<file path="config.mk">
export PLATFORM = sky130hd
export DESIGN_NAME = inst_fetch_bus_ctrl_flat
export DESIGN_NICKNAME = d
export VERILOG_FILES = /design/src/rtl/inst_fetch_bus_ctrl_pkg.sv /design/src/rtl/inst_fetch_bus_ctrl_if.sv /design/src/rtl/inst_fetch_bus_ctrl_fetch_track_fifo.sv /design/src/rtl/inst_fetch_bus_ctrl.sv /design/src/flat_wrapper.sv
export SDC_FILE = /design/constraint.sdc
export NUM_CORES = 1
export LEC_CHECK = 0
export ABC_AREA = 1
export BUFFER_PORTS_ARGS = -buffer_cell sky130_fd_sc_hd__buf_2
export CORE_MARGIN = 1.5
export CORE_UTILIZATION = 44
export DETAILED_ROUTE_END_ITERATION = 7
export MAX_ROUTING_LAYER = met4
export PLACE_DENSITY = 0.74
export SLEW_MARGIN = 25
export SYNTH_ARGS = -nofsm -noshare
export SYNTH_HDL_FRONTEND = slang
export SYNTH_SLANG_ARGS = --single-unit
</file>
<file path="constraint.sdc">
create_clock -name clk -period 2.6 [get_ports clk]
set_input_delay 0.13 -clock clk [delete_from_list [all_inputs] [get_ports clk]]
set_output_delay 0.13 -clock clk [all_outputs]
set_load 0.01 [all_outputs]
</file>
<file path="src/rtl/inst_fetch_bus_ctrl_pkg.sv">
`default_nettype none
// ============================================================================
//  Module      : inst_fetch_bus_ctrl_pkg
//  Description : Shared types and constants for the instruction-fetch bus
//                controller: FSM state encoding, bus word-size constant and
//                the in-flight tracking entry.
//  Revision    : 1.0 - initial release
// ============================================================================
package inst_fetch_bus_ctrl_pkg;

  // Bus-side sequencer state. IDLE: no request on the bus. REQ: inst_req held.
  typedef enum logic [0:0] {
    IDLE = 1'b0,
    REQ  = 1'b1
  } fetch_state_e;

  // inst_size encoding for a 32-bit word transfer.
  localparam logic [1:0] c_INST_SIZE_WORD = 2'b10;

  // One in-flight fetch.
  //   nobus   : completes locally (exception entry), never waits on inst_data_ok
  //   discard : response must not be forwarded to the second stage
  typedef struct packed {
    logic nobus;
    logic discard;
  } track_entry_t;

endpackage : inst_fetch_bus_ctrl_pkg
`default_nettype wire

</file>
<file path="src/rtl/inst_fetch_bus_ctrl_if.sv">
`default_nettype none
// ============================================================================
//  Module      : inst_fetch_bus_ctrl_if
//  Description : Instruction-side SRAM-like bus bundle.
//                master modport : fetch controller (drives request/address)
//                slave  modport : bus / memory side (drives handshakes)
//  Ports       : inst_req, inst_wr, inst_size, inst_addr (master -> slave)
//                inst_addr_ok, inst_data_ok               (slave -> master)
//  Revision    : 1.0 - initial release
// ============================================================================
interface inst_fetch_bus_ctrl_if #(
  parameter int ADDR_W = 32
);

  logic              inst_req;
  logic              inst_wr;
  logic [1:0]        inst_size;
  logic [ADDR_W-1:0] inst_addr;
  logic              inst_addr_ok;
  logic              inst_data_ok;

  modport master (
    output inst_req,
    output inst_wr,
    output inst_size,
    output inst_addr,
    input  inst_addr_ok,
    input  inst_data_ok
  );

  modport slave (
    input  inst_req,
    input  inst_wr,
    input  inst_size,
    input  inst_addr,
    output inst_addr_ok,
    output inst_data_ok
  );

endinterface : inst_fetch_bus_ctrl_if
`default_nettype wire

</file>
<file path="src/rtl/inst_fetch_bus_ctrl_fetch_track_fifo.sv">
`default_nettype none
// ============================================================================
//  Module      : fetch_track_fifo
//  Description : Ordered tracking queue for in-flight fetches. Accepts up to
//                two pushes per cycle (entry a is older than entry b), one pop,
//                and a broadcast that marks every stored entry as discard.
//  Ports       : clk, rst          clock, async active-high reset
//                push_a/data_a     first (older) entry to enqueue
//                push_b/data_b     second entry to enqueue (after a)
//                pop               remove head
//                set_discard       set discard on every stored entry
//                count             number of valid entries
//                head              view of the oldest entry
//  Revision    : 1.0 - initial release
// ============================================================================
module fetch_track_fifo
  import inst_fetch_bus_ctrl_pkg::*;
#(
  parameter int DEPTH = 2,
  parameter int CNT_W = $clog2(DEPTH + 1)
) (
  input  wire logic             clk,
  input  wire logic             rst,
  input  wire logic             push_a,
  input  wire track_entry_t     data_a,
  input  wire logic             push_b,
  input  wire track_entry_t     data_b,
  input  wire logic             pop,
  input  wire logic             set_discard,
  output logic [CNT_W-1:0]      count,
  output track_entry_t          head
);

  localparam int PTR_W = (DEPTH > 1) ? $clog2(DEPTH) : 1;

  track_entry_t     r_mem [DEPTH];
  logic [PTR_W-1:0] r_rd_ptr;
  logic [PTR_W-1:0] r_wr_ptr;
  logic [CNT_W-1:0] r_count;
  logic [PTR_W-1:0] w_wr_b;
  logic [PTR_W-1:0] w_wr_next;

  // Pointers wrap modulo DEPTH, which need not be a power of two.
  function automatic logic [PTR_W-1:0] ptr_inc(input logic [PTR_W-1:0] p);
    if (p == PTR_W'(DEPTH - 1)) return '0;
    else                        return p + PTR_W'(1);
  endfunction

  // Entry b lands one slot after entry a when both push together.
  assign w_wr_b    = push_a ? ptr_inc(r_wr_ptr) : r_wr_ptr;
  assign w_wr_next = push_b ? ptr_inc(w_wr_b)   : w_wr_b;

  always_ff @(posedge clk or posedge rst) begin
    if (rst) begin
      for (int i = 0; i < DEPTH; i++) r_mem[i] <= '0;
      r_rd_ptr <= '0;
      r_wr_ptr <= '0;
      r_count  <= '0;
    end else begin
      // Pushed data already carries the same-cycle discard, so a freshly
      // written slot takes its data as-is.
      for (int i = 0; i < DEPTH; i++) begin
        if (push_a && (r_wr_ptr == PTR_W'(i)))    r_mem[i] <= data_a;
        else if (push_b && (w_wr_b == PTR_W'(i))) r_mem[i] <= data_b;
        else if (set_discard)                     r_mem[i].discard <= 1'b1;
      end
      if (pop) r_rd_ptr <= ptr_inc(r_rd_ptr);
      r_wr_ptr <= w_wr_next;
      r_count  <= r_count + CNT_W'(push_a) + CNT_W'(push_b) - CNT_W'(pop);
    end
  end

  assign count = r_count;
  assign head  = r_mem[r_rd_ptr];

endmodule : fetch_track_fifo
`default_nettype wire

</file>
<file path="src/rtl/inst_fetch_bus_ctrl.sv">
`default_nettype none
// ============================================================================
//  Module      : inst_fetch_bus_ctrl
//  Description : Instruction-side bus sequencer for the IF pipeline. Issues
//                fetches on the SRAM-like bus, tracks them in order, drops
//                responses belonging to cancelled fetches and completes
//                exception requests locally without touching the bus.
//  Ports       : clk, rst                 clock, async active-high reset
//                FCT_valid_i/PAddr_i/hasException_i   fetch request
//                BSC/CP0/SBA cancel inputs            ORed into one cancel
//                SCT_allowin_w_i          second stage takes local completion
//                fetch_accept_o           request consumed this cycle
//                bus                      instruction bus (master side)
//                pipe_data_ok_o/pipe_exc_o  live completion / exception flag
//                busy_o                   request on bus or entries in flight
//                err_o                    sticky: data_ok with empty queue
//  Revision    : 1.0 - initial release
// ============================================================================
module inst_fetch_bus_ctrl
  import inst_fetch_bus_ctrl_pkg::*;
#(
  parameter int MAX_OUTSTANDING = 2,
  parameter int ADDR_W          = 32
) (
  input  wire logic              clk,
  input  wire logic              rst,
  input  wire logic              FCT_valid_i,
  input  wire logic [ADDR_W-1:0] FCT_PAddr_i,
  input  wire logic              FCT_hasException_i,
  input  wire logic              BSC_needCancel_w_i,
  input  wire logic              CP0_excOccur_w_i,
  input  wire logic              SBA_flush_w_i,
  input  wire logic              SCT_allowin_w_i,
  output logic                   fetch_accept_o,
  inst_fetch_bus_ctrl_if.master  bus,
  output logic                   pipe_data_ok_o,
  output logic                   pipe_exc_o,
  output logic                   busy_o,
  output logic                   err_o
);

  localparam int CNT_W = $clog2(MAX_OUTSTANDING + 1);

  fetch_state_e      r_state;
  fetch_state_e      w_state_next;
  logic [ADDR_W-1:0] r_inst_addr;
  logic              r_cancel_seen;
  logic              r_err;

  logic              w_cancel;
  logic              w_in_req;
  logic              w_free;
  logic              w_accept;
  logic              w_accept_bus;
  logic              w_bus_push;
  logic              w_exc_push;
  logic              w_pop;
  logic [CNT_W-1:0]  w_count;
  track_entry_t      w_head;
  track_entry_t      w_bus_entry;
  track_entry_t      w_exc_entry;
  logic              w_push_a;
  logic              w_push_b;
  track_entry_t      w_data_a;

  assign w_cancel = BSC_needCancel_w_i | CP0_excOccur_w_i | SBA_flush_w_i;
  assign w_in_req = (r_state == REQ);

  // The request currently on the bus occupies a slot.
  assign w_free = (int'(w_count) + (w_in_req ? 1 : 0)) < MAX_OUTSTANDING;

  // A no-bus head only yields to bus data; a bus head pops on data return.
  always_comb begin
    w_pop = 1'b0;
    if (w_count != '0) begin
      if (w_head.nobus) w_pop = SCT_allowin_w_i && !bus.inst_data_ok;
      else              w_pop = bus.inst_data_ok;
    end
  end

  // Next-state and accept. In REQ a new fetch can only be taken on the
  // cycle the current address handshakes, giving back-to-back issue.
  always_comb begin
    w_state_next = r_state;
    w_accept     = 1'b0;
    case (r_state)
      IDLE: begin
        w_accept = FCT_valid_i && w_free;
        if (w_accept && !FCT_hasException_i) w_state_next = REQ;
      end
      REQ: begin
        w_accept = FCT_valid_i && bus.inst_addr_ok &&
                   (((int'(w_count) + 1) < MAX_OUTSTANDING) || w_pop);
        if (bus.inst_addr_ok)
          w_state_next = (w_accept && !FCT_hasException_i) ? REQ : IDLE;
      end
      default: w_state_next = IDLE;
    endcase
  end

  assign w_accept_bus = w_accept && !FCT_hasException_i;
  assign w_bus_push   = w_in_req && bus.inst_addr_ok;
  assign w_exc_push   = w_accept && FCT_hasException_i;

  // A cancel seen at any point during the request, or on the handshake
  // cycle itself, condemns the response.
  always_comb begin
    w_bus_entry         = '0;
    w_bus_entry.nobus   = 1'b0;
    w_bus_entry.discard = r_cancel_seen || w_cancel;
    w_exc_entry         = '0;
    w_exc_entry.nobus   = 1'b1;
    w_exc_entry.discard = w_cancel;
  end

  // The handshaking bus entry is older than an exception accepted with it.
  assign w_push_a = w_bus_push || w_exc_push;
  assign w_data_a = w_bus_push ? w_bus_entry : w_exc_entry;
  assign w_push_b = w_bus_push && w_exc_push;

  fetch_track_fifo #(
    .DEPTH (MAX_OUTSTANDING),
    .CNT_W (CNT_W)
  ) u_track (
    .clk         (clk),
    .rst         (rst),
    .push_a      (w_push_a),
    .data_a      (w_data_a),
    .push_b      (w_push_b),
    .data_b      (w_exc_entry),
    .pop         (w_pop),
    .set_discard (w_cancel),
    .count       (w_count),
    .head        (w_head)
  );

  always_ff @(posedge clk or posedge rst) begin
    if (rst) begin
      r_state       <= IDLE;
      r_inst_addr   <= '0;
      r_cancel_seen <= 1'b0;
      r_err         <= 1'b0;
    end else begin
      r_state <= w_state_next;
      if (w_accept_bus) begin
        r_inst_addr   <= FCT_PAddr_i;
        r_cancel_seen <= 1'b0;
      end else if (w_in_req && w_cancel) begin
        r_cancel_seen <= 1'b1;
      end
      if (bus.inst_data_ok && (w_count == '0)) r_err <= 1'b1;
    end
  end

  assign bus.inst_req  = w_in_req;
  assign bus.inst_wr   = 1'b0;
  assign bus.inst_size = c_INST_SIZE_WORD;
  assign bus.inst_addr = r_inst_addr;

  assign fetch_accept_o = w_accept;
  assign pipe_data_ok_o = w_pop && !w_head.discard && !w_cancel;
  assign pipe_exc_o     = pipe_data_ok_o && w_head.nobus;
  assign busy_o         = w_in_req || (w_count != '0);
  assign err_o          = r_err;

endmodule : inst_fetch_bus_ctrl
`default_nettype wire

</file>
<file path="src/flat_wrapper.sv">
// flat-port wrapper written by rule: the top's interface ports become plain ports
module inst_fetch_bus_ctrl_flat import inst_fetch_bus_ctrl_pkg::*;
#(
  parameter int MAX_OUTSTANDING = 2,
  parameter int ADDR_W          = 32
)
  (clk, rst, FCT_valid_i, FCT_PAddr_i, FCT_hasException_i, BSC_needCancel_w_i, CP0_excOccur_w_i, SBA_flush_w_i, SCT_allowin_w_i, fetch_accept_o, pipe_data_ok_o, pipe_exc_o, busy_o, err_o, bus_inst_req, bus_inst_wr, bus_inst_size, bus_inst_addr, bus_inst_addr_ok, bus_inst_data_ok);
  inst_fetch_bus_ctrl_if #(.ADDR_W(ADDR_W)) bus_i ();
  input  wire logic clk;
  input  wire logic rst;
  input  wire logic FCT_valid_i;
  input  wire logic [ADDR_W-1:0] FCT_PAddr_i;
  input  wire logic FCT_hasException_i;
  input  wire logic BSC_needCancel_w_i;
  input  wire logic CP0_excOccur_w_i;
  input  wire logic SBA_flush_w_i;
  input  wire logic SCT_allowin_w_i;
  output logic fetch_accept_o;
  output logic pipe_data_ok_o;
  output logic pipe_exc_o;
  output logic busy_o;
  output logic err_o;
  output wire logic [$bits(bus_i.inst_req)-1:0] bus_inst_req;
  output wire logic [$bits(bus_i.inst_wr)-1:0] bus_inst_wr;
  output wire logic [$bits(bus_i.inst_size)-1:0] bus_inst_size;
  output wire logic [$bits(bus_i.inst_addr)-1:0] bus_inst_addr;
  input wire logic [$bits(bus_i.inst_addr_ok)-1:0] bus_inst_addr_ok;
  input wire logic [$bits(bus_i.inst_data_ok)-1:0] bus_inst_data_ok;
  assign bus_inst_req = bus_i.inst_req;
  assign bus_inst_wr = bus_i.inst_wr;
  assign bus_inst_size = bus_i.inst_size;
  assign bus_inst_addr = bus_i.inst_addr;
  assign bus_i.inst_addr_ok = bus_inst_addr_ok;
  assign bus_i.inst_data_ok = bus_inst_data_ok;
  inst_fetch_bus_ctrl #(.MAX_OUTSTANDING(MAX_OUTSTANDING), .ADDR_W(ADDR_W)) u_core (.clk(clk), .rst(rst), .FCT_valid_i(FCT_valid_i), .FCT_PAddr_i(FCT_PAddr_i), .FCT_hasException_i(FCT_hasException_i), .BSC_needCancel_w_i(BSC_needCancel_w_i), .CP0_excOccur_w_i(CP0_excOccur_w_i), .SBA_flush_w_i(SBA_flush_w_i), .SCT_allowin_w_i(SCT_allowin_w_i), .fetch_accept_o(fetch_accept_o), .bus(bus_i), .pipe_data_ok_o(pipe_data_ok_o), .pipe_exc_o(pipe_exc_o), .busy_o(busy_o), .err_o(err_o));
endmodule
</file>
# Yosys cells after proc, flatten, opt, wreduce, memory -nomap -nowiden
# Index checks and enable logic that the tools add are counted.
[op_classes] mul=0 eq_ne=0 n_addsub=8 n_div=0 reduce_logical=34 bitwise=6 n_mux=26 n_lt_le_gt_ge=3 shift=0
[ops] cell="< comparator 32 x 3 -> 1 bit, second input constant" count=2
[ops] cell="adder 3 x 32 -> 32 bit" count=1
[ops] cell="logical AND 1 bit" count=19
[ops] cell="2-to-1 mux 1 bit" count=18
[ops] cell="2-to-1 mux 2 bit" count=6
[ops] cell="nonzero test 2 bit" count=4
[ops] cell="nonzero test 3 bit" count=2
[ops] cell="adder 2 x 1 -> 2 bit" count=2
[ops] cell="logical NOT 1 bit" count=4
[ops] cell="logical OR 1 bit" count=4
[ops] cell="one-hot mux 1 bit (2 select lines)" count=2
[ops] cell="adder 1 bit, second input constant" count=3
[ops] cell="adder 2 x 1 -> 3 bit, second input constant" count=1
[ops] cell="inverter 1 bit" count=3
[ops] cell="greater-or-equal comparator 2 bit, second input constant" count=1
[ops] cell="logical NOT 2 bit" count=1
[ops] cell="inverter 1 -> 2 bit" count=1
[ops] cell="OR 1 bit" count=2
[ops] cell="subtractor 2 x 1 -> 2 bit" count=1
[word_totals] ramBits=0 latchBits=0 register_bits=43 memories=0 mem_bits_ro=0 wordCells=88

# Logic depth before layout (Yosys ltp)
# Gate-level depths: netlist of run 1.
[depth] ltp_word=16 ltp_mapped=13 mapped_depth_nobuf=13

# By module
# A second synthesis of run 1 with hierarchy kept.
[unflattened] hier_cells=248 area_unflattened_um2=2117.0
[by_module_without_submodules] module="inst_fetch_bus_ctrl" instances=1 area_each_um2=1591.5 cells_per_inst=183
[by_module_without_submodules] module="fetch_track_fifo" instances=1 area_each_um2=525.5 cells_per_inst=65

# Least setup slack after synthesis of run 1
# No wires, ideal clock.
[synth_timing] path_kind="register to register" start="register u_core.u_track.r_rd_ptr" end="register u_core.u_track.r_count[1] (netlist: u_core.u_track.count[1])" arrival_time_ns=2.102 stages_incl_launch_ff=13 slack_ns=0.419 setup_ns=0.079 cell_sequence="dfrtp_1 > inv_2 > nand2_1 > nand2_1 > nand2_1 > nand3_2 > nand3_2 > nand2_4 > nand3_1 > ha_1 > fa_1 > xnor2_1 > xor2_1"
[synth_via] elab_chain_len=14 word_cells_on_any_way=15 classes_between="add/sub (3); mux (6); bitwise (1); reduce/logical (5)"
[synth_rtl] element="from (decl)" line="inst_fetch_bus_ctrl_fetch_track_fifo.sv:37" text="logic [PTR_W-1:0] r_rd_ptr;"
[synth_rtl] element="from (signal assigned)" line="inst_fetch_bus_ctrl_fetch_track_fifo.sv:67" text="if (pop) r_rd_ptr <= ptr_inc(r_rd_ptr);"
[synth_rtl] element="inverter 1 -> 2 bit (implied by the code) *" line="inst_fetch_bus_ctrl_fetch_track_fifo.sv:74" text="assign head = r_mem[r_rd_ptr];"
[synth_rtl] element="2-to-1 mux 2 bit (implied by the code) * (3 in series)" line="inst_fetch_bus_ctrl_fetch_track_fifo.sv:74"
[synth_rtl] element="2-to-1 mux 1 bit *" line="inst_fetch_bus_ctrl.sv:76" text="if (w_head.nobus) w_pop = SCT_allowin_w_i && !bus.inst_data_ok;"
[synth_rtl] element="2-to-1 mux 1 bit *" line="inst_fetch_bus_ctrl.sv:75" text="if (w_count != '0) begin"
[synth_rtl] element="logical OR 1 bit" line="inst_fetch_bus_ctrl.sv:93" text="(((int'(w_count) + 1) < MAX_OUTSTANDING) || w_pop);"
[synth_rtl] element="logical AND 1 bit" line="inst_fetch_bus_ctrl.sv:92" text="w_accept = FCT_valid_i && bus.inst_addr_ok &&"
[synth_rtl] element="one-hot mux 1 bit (2 select lines)" line="inst_fetch_bus_ctrl.sv:86" text="case (r_state)"
[synth_rtl] element="logical AND 1 bit" line="inst_fetch_bus_ctrl.sv:103" text="assign w_exc_push = w_accept && FCT_hasException_i;"
[synth_rtl] element="logical OR 1 bit" line="inst_fetch_bus_ctrl.sv:117" text="assign w_push_a = w_bus_push || w_exc_push;"
[synth_rtl] element="adder 2 x 1 -> 2 bit (2 in series)" line="inst_fetch_bus_ctrl_fetch_track_fifo.sv:69" text="r_count <= r_count + CNT_W'(push_a) + CNT_W'(push_b) - CNT_W'(pop);"
[synth_rtl] element="subtractor 2 x 1 -> 2 bit *" line="inst_fetch_bus_ctrl_fetch_track_fifo.sv:69"
[synth_rtl] element="to (signal assigned)" line="inst_fetch_bus_ctrl_fetch_track_fifo.sv:69"
[synth_rtl] element="to (decl)" line="inst_fetch_bus_ctrl_fetch_track_fifo.sv:39" text="logic [CNT_W-1:0] r_count;"
# Mark *: on every way between the ends. The rest lies on a longest branch, timed or not. The select of a mux whose other input is x is not followed.
# A chain may end at the register's enable or synchronous reset.

# Worst setup path in the final report of run 1
# Ends and elaborated chain as after synthesis.

==> results of run 1 <==
==> where the power goes <==
| group | leakage [nW] | total (mW) | internal [mW] | switching, mW |
|---|---|---|---|---|
| registers | 0.522 | 1.13 | 0.963 | 0.172 |
| logic | 0.890 | 1.15 | 0.448 | 0.697 |
| clock network | 0.0513 | 0.491 | 0.281 | 0.210 |
| total | 1.46 | 2.77 | 1.69 | 1.08 |
==> worst paths after layout <==
kind / slack, ns / startpoint / to / depth (start not counted)
hold reg to reg: 0.47 / u_core.bus.inst_addr[6] / u_core.bus.inst_addr[6] / 2
setup / recovery: 0.30 / u_core.u_track.r_rd_ptr / u_core.u_track.count[1] / 12
min in group clk: 0.07 / FCT_PAddr_i[28] / u_core.bus.inst_addr[28] / 3
setup reg to reg: 0.30 / u_core.u_track.r_rd_ptr / u_core.u_track.count[1] / 12
hold / removal: 0.03 / rst / u_core.u_track.r_rd_ptr / 2
max in group asynchronous: 2.01 / rst / u_core.bus.inst_addr[1] / 2
==> layout make-up <==
| class | count | area share |
|---|---|---|
| Clock inverter | 1 | 0.0120 |
| Inverter | 18 | 0.0269 |
| Tap cell | 52 | 0.0259 |
| Clock buffer | 6 | 0.0289 |
| Timing Repair Buffer | 81 | 0.164 |
| Sequential cell | 43 | 0.429 |
| Multi-Input combinational cell | 152 | 0.313 |
==> state kept, by name, indices dropped and copies added (netlist names) <==
name / count
u_core.bus.inst_req: 1
u_core.u_track.r_wr_ptr: 1
u_core.u_track.r_mem: 4
u_core.u_track.r_rd_ptr: 1
u_core.bus.inst_addr: 32
u_core.u_track.count: 2
u_core.r_cancel_seen: 1
u_core.err_o: 1
==> cells in the final DEF (no fill, tap or decap) <==
master,instances
nand3_2,2
a31oi_1,1
xnor2_1,1
conb_1,3
fa_1,3
clkbuf_8,5
ha_1,5
nor2_1,3
nand2_4,2
nand2_1,78
clkinv_1,1
nor3_1,2
dfrtp_1,43
o21ai_0,3
buf_2,79
xor2_1,2
and2_1,1
a31o_2,1
bufinv_16,1
inv_2,2
buf_4,2
o311ai_0,2
a21oi_1,4
nand3_1,39
inv_1,15
clkbuf_1,1
==> worst max-delay path: cells and delay by family (launching register included) <==
kind,cells,cell delay [ns]
simple gates,7,0.64
buf+inv,1,0.07
flops,1,0.42
xor+xnor,2,0.36
fa+ha+maj,2,0.73
==> per-layer routing <==
layer | track usage | vias to the layer above | part of all wire | routed length (um)
met5 | - | - | 0 | 0
met4 | 0.0482 | 0 | 0.0072 | 31
met3 | 0.0442 | 4 | 0.058 | 252
met2 | 0.296 | 60 | 0.46 | 2000
met1 | 0.240 | 805 | 0.47 | 2040
li1 | - | 854 | - | -
==> kinds of logic after synthesis <==
| group | count (synthesis) | synth area share |
|---|---|---|
| DFF | 43 | 0.534 |
| other | 2 | 0.00373 |
| xor gates and xnor gates | 3 | 0.0130 |
| AOI/OAI and AO/OA | 11 | 0.0335 |
| buffers and inverters | 30 | 0.0782 |
| and+or+nand+nor | 127 | 0.277 |
| adders and majority gates | 8 | 0.0608 |
==> stage by stage <==
step / hold WS [ns] / power [mW] / cells / area, sq um / util
CTS: 0.0596 / 2.81 / 353 / 2510 / 0.572
global route: 0.0655 / 3.03 / 353 / 2510 / 0.572
finish: 0.0278 / 2.77 / 353 / 2510 / 0.572
detailed placement: 0.368 / 2.30 / 346 / 2400 / 0.549
floorplan: 0.275 / 1.90 / 225 / 2020 / -
global placement: 0.361 / 2.25 / 346 / 2400 / 0.549
==> results.md, run 1 <==
- Sequential fraction of the synthesis area: 0.534
- DRC violations left: 0
- Fillers: 407
- Worst-Margin Slew: 0.893 ns
- Crit path max-delay cell type: dfrtp_1
- Die span in x: between 70 and 80 um
- Largest net degree at the start of global routing: 44
- Initial antenna violation count: 0
- Area of the multi-input gates: between 700 and 800 sq um
- Synth area leaders: dfrtp_1, nand2_1, nand3_1, ha_1, fa_1
- Detailed-route via count: 1723
- Post-synth top cells: nand2_1, dfrtp_1, nand3_1
- Global-route wire length before repair: ~7300 um
- Final Critical Period: between 2 and 2.5 ns
- Sequential cell area: between 1000 and 1500 sq um
- Most common flop cell mapped by yosys: dfrtp_1
- Setup-failing EPs final: 0
- Hold Violations, Final: 0
- Pwr Density: ~1100 nW/um^2
- Fin nets: about 350
- Synth async-reset ratio: 1.00
- Initial DRC count: ~70
- Max-slew headroom: 0.404
- Pins Over Slew Limit: 0
- Wire per inst: around 12 um
- CTS Sinks: 43
- Worst setup EP type: flop
- Most used cell along the critical path: nand2_1
- Cell Area, Synth: just over 2000 sq um
- Port bufs: 79
- Dpl ws: 0.307 ns
- Post-route setup TNS: 0 ns
- CP Launch Type: flop
- Worst Path Class, Setup: flop to flop
- Leakage: 1.46 nW
- Required @ worst endpoint: 2.81 ns
- Worst IR Drop VDD: about 540 uV
- Total global routing overflow: 0
- Avg Synthesized Cell Area: between 8 and 9 sq um
- Ports: 83
- DIE HEIGHT: a little over 70 um
- Final Skew: roughly 0.0047 ns
- EDFF count, synth: 0
- Post-Syn Instances: roughly 220
- Post-synth top area share: 0.534
- Achievable Freq: between 400 and 500 MHz
- Clock buffer depth: 2
- Status: complete, no violations
- Clk Latency, worst-skew pair: 0.29 ns
- Final cycle utilization of the critical path: 0.885
- Ant diodes: 0
- Yosys warns: 0
- Vias in the first global route: approximately 1600
- Share of layout cells above drive strength 1: 0.312
- Routed vias/inst: just under 5
- Synth-to-Final Area Change: 24.4%
- Overall Global Routing Usage: 0.185
- Final worst slack: about 0.30 ns
- Area of the die: between 4000 and 5000 sq um
- Cts hold-fix bufs: 0
- Number of iterations in the first detailed-routing pass: 4
- Count leader, synth: nand2_1
- Maximum capacitance violations: 0
- Core Footprint: roughly 4400 sq um
- Total Wirelength: ~4300 um
- Worst-path cell chain: inv_2 -> nand2_1 -> nand2_1 -> nand2_1 -> nand3_2 -> nand3_2 -> nand2_4 -> nand3_1 -> ha_1 -> fa_1 -> xnor2_1 -> xor2_1
- CP peak stage delay: about 0.42 ns
- Clock slew at reported path FFs: approximately 0.080 ns
- Htree depth: 2
- Post-CTS setup buffers: 0
- CTS Buf Count: 5
- Data arrival time of the worst path: approximately 2.5 ns
- Synthesis-stage register bit count: between 40 and 50
- RSZ-0062 raised after global routing: false
- CTS resizes: 0
- CTS tree: yes
- RD Place Congestion: about 0.86
- CP max FO: 4
- Unique masters post-synth: 24
- Largest area contributor in the netlist: dfrtp_1
- DRT antenna net count: 0
- Post-DP HPWL: 3050 um
- Worst min path class: primary input to async pin
- FP Rows: 24
- Root Driver: clkbuf_8
- Initial core utilization: 0.460
Note: power is estimated with default switching activity, not from simulation.
==> inputs of run 2 (changes only) <==
CORE_MARGIN = default   (was 1.5)
==> run 2 against run 1 <==
  * Worst hold slack got worse by 0.0075 ns
  * Global-route usage is 0.98 points higher
  * Sequential power barely moved
  * Sequential share of layout area is 0.22 points higher
  * Die area shrank 2.8%
  * Sequential cell count is the same
  * Critical path depth did not move
  * Total power down 3.4%
  * Highest routed layer unchanged
==> results.md, run 2 (synthesis results as in run 1) <==
- Number of iterations in the first detailed-routing pass: 4 (unchanged)
- Total global routing overflow: 0 (unchanged)
- Global-route wire length before repair: 7380 um (+1.2%)
- Clock power share: 0.152 (-0.025)
- Internal: 1.60 mW (-5.6%)
- Pwr Density: 1070 nW/um^2 (-3.0%)
- Achievable Freq: 426 MHz (-1.9%)
- Comb power frac: 0.426 (+0.013)
- FP Rows: 24 (unchanged)
- Maximum capacitance violations: 0 (unchanged)
- Overall Global Routing Usage: 0.195 (+0.00976)
- Worst min path class: primary input to async pin
- Clock buffer depth: 2 (unchanged)
- Initial antenna violation count: 0 (unchanged)
- Pins Over Slew Limit: 0 (unchanged)
- Total Wirelength: 4250 um (-1.9%)
- Worst setup EP type: flop
- Root Driver: clkbuf_8
- Worst-path cell chain: inv_2 -> nand2_1 -> nand2_1 -> nand2_1 -> nand3_2 -> nand3_2 -> nand2_4 -> nand3_2 -> ha_1 -> fa_1 -> xnor2_1 -> xor2_1
- Share of layout cells above drive strength 1: 0.318 (+0.00559)
- Inst Count DP: 346 (unchanged)
- Detailed-route via count: 1747 (+1.4%)
- CTS Sinks: 43 (unchanged)
- Wire per inst: 12.0 um (-2.2%)
- Vias in the first global route: 1672 (+3.3%)
- DIE HEIGHT: 69.7 um (-1.4%)
- Status: complete, no violations
- Data arrival time of the worst path: 2.56 ns (+0.05 ns)
- Fin nets: 351 (unchanged)
- RSZ-0062 raised after global routing: false
- Die span in x: 69.7 um (-1.4%)
- Commonest non-fill, non-tap cell in the layout: buf_2
- Most frequent cells in the layout: buf_2, nand2_1, dfrtp_1
- Worst IR Drop VDD: 610 uV (+14%)
- Clock slew at reported path FFs: 0.08 ns (about the same)
- Htree depth: 2 (unchanged)
- Port bufs: 79 (unchanged)
- Synth-to-Final Area Change: 23.8%
- Leakage: 1.45 nW (-0.68%)
- DRC violations left: 0 (unchanged)
- Final Skew: 0.00602 ns (+0.00132 ns)
- Final cycle utilization of the critical path: 0.903 (+0.0175)
- Pwr Total: 2.68 mW (-3.4%)
- CP max FO: 16 (+12)
- CP peak stage delay: 0.42 ns (about the same)
- Crit path max-delay cell type: dfrtp_1
- Post-route setup TNS: 0 ns (unchanged)
- Core Footprint: 4380 sq um (unchanged)
- Final Critical Period: 2.35 ns (+0.0455 ns)
- RD Place Congestion: 0.926 (+7.8%)
- Routed vias/inst: 4.94 (+1.1%)
- Ant diodes: 0 (unchanged)
- Initial DRC count: 79 (+9.7%)
- Post-DP HPWL: 3000 um (-1.5%)
- Area of the die: 4860 sq um (-2.8%)
- Worst-Margin Slew: 0.884 ns (-0.00983 ns)
- Setup-failing EPs final: 0 (unchanged)
- Largest net degree at the start of global routing: 44 (unchanged)
- Finished Layout Cells: 354 (+0.28%)
- CTS resizes: 0 (unchanged)
- CTS Buf Count: 5 (unchanged)
- Hold Violations, Final: 0 (unchanged)
- Max-slew headroom: 0.410 (+0.00657)
- CTS tree: yes
- Required @ worst endpoint: 2.81 ns (about the same)
- CP Launch Type: flop
- Cts hold-fix bufs: 0 (unchanged)
- Post-CTS setup buffers: 0 (unchanged)
- Ports: 83 (unchanged)
- Share of power burned in registers: 0.422 (+0.013)
- Max reg flops: 32 (unchanged)
- DRT antenna net count: 0 (unchanged)
- Psw: 1.08 mW (about the same)
- Clk Latency, worst-skew pair: 0.29 ns (about the same)
- Sw Share: 0.403 (+0.0136)
- Initial core utilization: 0.460 (unchanged)
- Worst Path Class, Setup: flop to flop
==> run 2: changes by cell type in the layout (fill, tap and decap cells not counted), sizes merged <==
| cell | previous run | this run |
|---|---|---|
| bufinv | 1 | 0 |
| clkinv | 1 | 2 |
| clkinvlp | 0 | 1 |
==> run 2: layer usage <==
layer	vias to the layer above	global-route usage	share of wire
met1	819	0.236	0.42
li1	858	-	-
met5	-	-	0
met4	0	0.0533	0.014
met3	10	0.0422	0.065
met2	60	0.331	0.50
==> run 2: worst paths after layout <==
path | start | end | slack, ns | depth (start not counted)
hold / removal | rst | u_core.bus.inst_addr[8] | 0.02 | 2
max in group asynchronous | rst | u_core.u_track.count[1] | 2.02 | 2
min in group clk | FCT_PAddr_i[17] | u_core.bus.inst_addr[17] | 0.06 | 3
setup / recovery | u_core.u_track.r_rd_ptr | u_core.u_track.count[1] | 0.25 | 12
setup reg to reg | u_core.u_track.r_rd_ptr | u_core.u_track.count[1] | 0.25 | 12
hold reg to reg | u_core.bus.inst_addr[26] | u_core.bus.inst_addr[26] | 0.47 | 2
==> run 2: stage by stage <==
step                      worst slack [ns]  instance area (sq um)   util  hold WS, ns
after CTS                            0.176                   2490  0.568       0.0599
after global placement               0.284                   2400  0.549        0.365
after floorplan                      0.419                   2020      -        0.275
after detailed placement             0.189                   2400  0.549        0.368
final                                0.253                   2490  0.569       0.0203
after global routing                0.0982                   2490  0.569       0.0623
==> run 2: power by group through the flow <==
| stage | combinational (mW) | clock [mW] | sequential [mW] |
|---|---|---|---|
| 4_1_cts | 1.16 | 0.423 | 1.13 |
| 5_1_grt | 1.30 | 0.450 | 1.17 |
| 3_3_place_gp | 1.12 | 0 | 1.13 |
| 6_report | 1.14 | 0.407 | 1.13 |
| 2_1_floorplan | 0.654 | 0 | 1.24 |
| 3_5_place_dp | 1.16 | 0 | 1.14 |
==> run 2: final cells by class <==
cell class                      count  area, sq um
Inverter                           18         67.6
Clock inverter                      2         12.5
Multi-Input combinational cell    152          791
Sequential cell                    43         1080
Clock buffer                        6         72.6
Timing Repair Buffer               81          410
Tap cell                           52         65.1
Fill cell                         421         1890
==> run 2: worst max-delay path, delay by kind of cell, from the launching register on <==
kind,cells,cell delay (ns)
and+or+nand+nor,7,0.71
xor gates and xnor gates,2,0.35
DFF,1,0.42
buffers and inverters,1,0.07
adders and majority gates,2,0.70
==> inputs of run 3 (changes only) <==
CAP_MARGIN = 30   (was default)
CELL_PAD_IN_SITES_DETAIL_PLACEMENT = 0   (was default)
CELL_PAD_IN_SITES_GLOBAL_PLACEMENT = 1   (was default)
CORE_UTILIZATION = 34   (was 44)
PLACE_DENSITY = default   (was 0.74)
PLACE_DENSITY_LB_ADDON = 0.1   (was default)
SKIP_LAST_GASP = 1   (was default)
==> run 3 against run 2 <==
  * Register-to-register slack improved by 0.07 ns
  * Sequential power about the same
  * Critical path depth unchanged
  * Maximum frequency increased by 3.3%
  * Core utilization decreased by 12 points
  * Sequential cell count unchanged
  * Clock skew decreased by 0.0011 ns
  * Setup slack improved by 0.074 ns
  * Design area increased by 1.0%
  * Final cell count increased by 5.6%
  * Critical endpoint unchanged
==> results.md, run 3 (synthesis results as in run 1) <==
- Worst min path class: primary input to flop
- Largest net degree at the start of global routing: 44 (unchanged)
- Final worst slack: 0.328 ns (+0.0745 ns)
- Max reg flops: 32 (unchanged)
- Total Wirelength: 4650 um (+9.6%)
- Worst-path cell chain: inv_2 -> nand2_1 -> nand2_1 -> nand2_1 -> nand3_2 -> nand3_2 -> nand2_4 -> nand3_1 -> ha_1 -> fa_1 -> xnor2_1 -> xor2_1
- Clock slew at reported path FFs: 0.07 ns (about the same)
- Clk Latency, worst-skew pair: 0.29 ns (about the same)
- Global-route wire length before repair: 7400 um (+0.27%)
- Total global routing overflow: 0 (unchanged)
- Util after Layout: 0.449 (-0.120)
- Share of layout cells above drive strength 1: 0.308 (-0.00993)
- Final Critical Period: 2.27 ns (-0.0745 ns)
- RD Place Congestion: 0.826 (-11%)
- Worst-Margin Slew: 0.545 ns (-0.338 ns)
- Initial antenna violation count: 0 (unchanged)
- Htree depth: 2 (unchanged)
- Dpl ws: 0.314 ns (+0.125 ns)
- Number of iterations in the first detailed-routing pass: 4 (unchanged)
- Synth-to-Final Area Change: 25.0%
- Finished Layout Cells: 374 (+5.6%)
- Root Driver: clkbuf_8
- Hold Violations, Final: 0 (unchanged)
- Final Skew: 0.00495 ns (-0.00107 ns)
- GR Layer Usage met1: 0.192 (-0.0442)
- Global routing usage on met3: 0.0391 (-0.00307)
- CTS Buf Count: 5 (unchanged)
- Port bufs: 79 (unchanged)
- CP peak stage delay: 0.41 ns (about the same)
- Ant diodes: 0 (unchanged)
- CP Launch Type: flop
- Area of the die: 6240 sq um (+29%)
- CTS resizes: 0 (unchanged)
- Commonest non-fill, non-tap cell in the layout: buf_2
- FP Rows: 27 (+13%)
- Post-route setup TNS: 0 ns (unchanged)
- Dpl cell area: 2440 sq um (+1.4%)
- Ports: 83 (unchanged)
- RSZ-0062 raised after global routing: false
- Post-CTS setup buffers: 0 (unchanged)
- Most frequent cells in the layout: buf_2, nand2_1, dfrtp_1
- Worst setup EP type: flop
- Inst Count DP: 367 (+6.1%)
- Pwr Density: 1060 nW/um^2 (-1.6%)
- Worst Path Class, Setup: flop to flop
- Clock buffer depth: 2 (unchanged)
- Pwr Total: 2.66 mW (-0.62%)
- Worst path top cell family by delay: adder cells
- Die span in x: 79.0 um (+13%)
- Max-slew headroom: 0.637 (+0.226)
- Post-DP HPWL: 3210 um (+7.1%)
- Detailed-route via count: 1700 (-2.7%)
- Fin nets: 353 (+0.57%)
- DIE HEIGHT: 79.0 um (+13%)
- Setup-failing EPs final: 0 (unchanged)
- Core Footprint: 5610 sq um (+28%)
- Bufs and invs on worst path: 1 (unchanged)
- Maximum capacitance violations: 0 (unchanged)
- Data arrival time of the worst path: 2.49 ns (-0.07 ns)
- M2 GR Usage: 0.264 (-0.0674)
- Worst IR Drop VDD: 511 uV (-16%)
- Post-layout instance area: 2520 sq um (+1.0%)
- Overall Global Routing Usage: 0.160 (-0.0350)
- CP max FO: 4 (-12)
- Crit path max-delay cell type: dfrtp_1
- CTS Sinks: 43 (unchanged)
- Required @ worst endpoint: 2.82 ns (about the same)
- Pins Over Slew Limit: 0 (unchanged)
- Vias in the first global route: 1603 (-4.1%)
- DRC violations left: 0 (unchanged)
- Routed vias/inst: 4.55 (-7.9%)
- CTS tree: yes
- Final cycle utilization of the critical path: 0.874 (-0.0286)
- Wire per inst: 12.4 um (+3.7%)
- Hold_ws: 0.0640 ns (+0.0437 ns)
- Initial DRC count: 76 (-3.8%)
- Initial core utilization: 0.359 (-0.100)
- DRT antenna net count: 0 (unchanged)
- Status: complete, no violations
- Achievable Freq: 440 MHz (+3.3%)
- Gr busiest metal: met2
- Leakage: 1.46 nW (+0.14%)
- Most used cell along the critical path: nand2_1
run 3: timing repair:
action	in CTS	in global routing
endpoints found under the setup margin	0	0
hold buffers	1	0
endpoints found under the hold margin	43	0
run 3: worst reg2reg max path: cells and delay by family, from the launching register on:
family | cells | cell delay (ns)
adders and majority gates | 2 | 0.74
xor gates and xnor gates | 2 | 0.36
and+or+nand+nor | 7 | 0.62
buffers and inverters | 1 | 0.07
DFF | 1 | 0.41
run 3: cell type report:
cell class              instances  area, sq um
repair buffers                 83          428
fillers                       620         3090
flip-flops and latches         43         1080
inverters                      18         67.6
multi-input cells             152          786
clock buffers                   6         72.6
well taps                      72         90.1
run 3: final timing paths:
check / from / endpoint / slack (ns) / depth (start not counted)
min in group asynchronous: rst / u_core.bus.inst_addr[5] / 0.52 / 4
max reg2reg: u_core.u_track.r_rd_ptr / u_core.u_track.count[1] / 0.33 / 12
min: FCT_PAddr_i[7] / u_core.bus.inst_addr[7] / 0.06 / 3
max: u_core.u_track.r_rd_ptr / u_core.u_track.count[1] / 0.33 / 12
max in group asynchronous: rst / u_core.bus.inst_addr[0] / 1.71 / 4
min reg2reg: u_core.bus.inst_addr[23] / u_core.bus.inst_addr[23] / 0.47 / 2
run 3: power by group:
group | internal [mW] | leakage [nW] | switching, mW
combinational | 0.445 | 0.896 | 0.694
clock | 0.179 | 0.0371 | 0.209
sequential | 0.963 | 0.522 | 0.169
total | 1.59 | 1.46 | 1.07
run 3: per-layer routing:
metal / part of all wire / vias up / wire [um]
met5: 0 / - / 0
met3: 0.049 / 6 / 230
met4: 0.012 / 0 / 57
li1: - / 855 / -
met2: 0.47 / 53 / 2170
met1: 0.47 / 786 / 2190
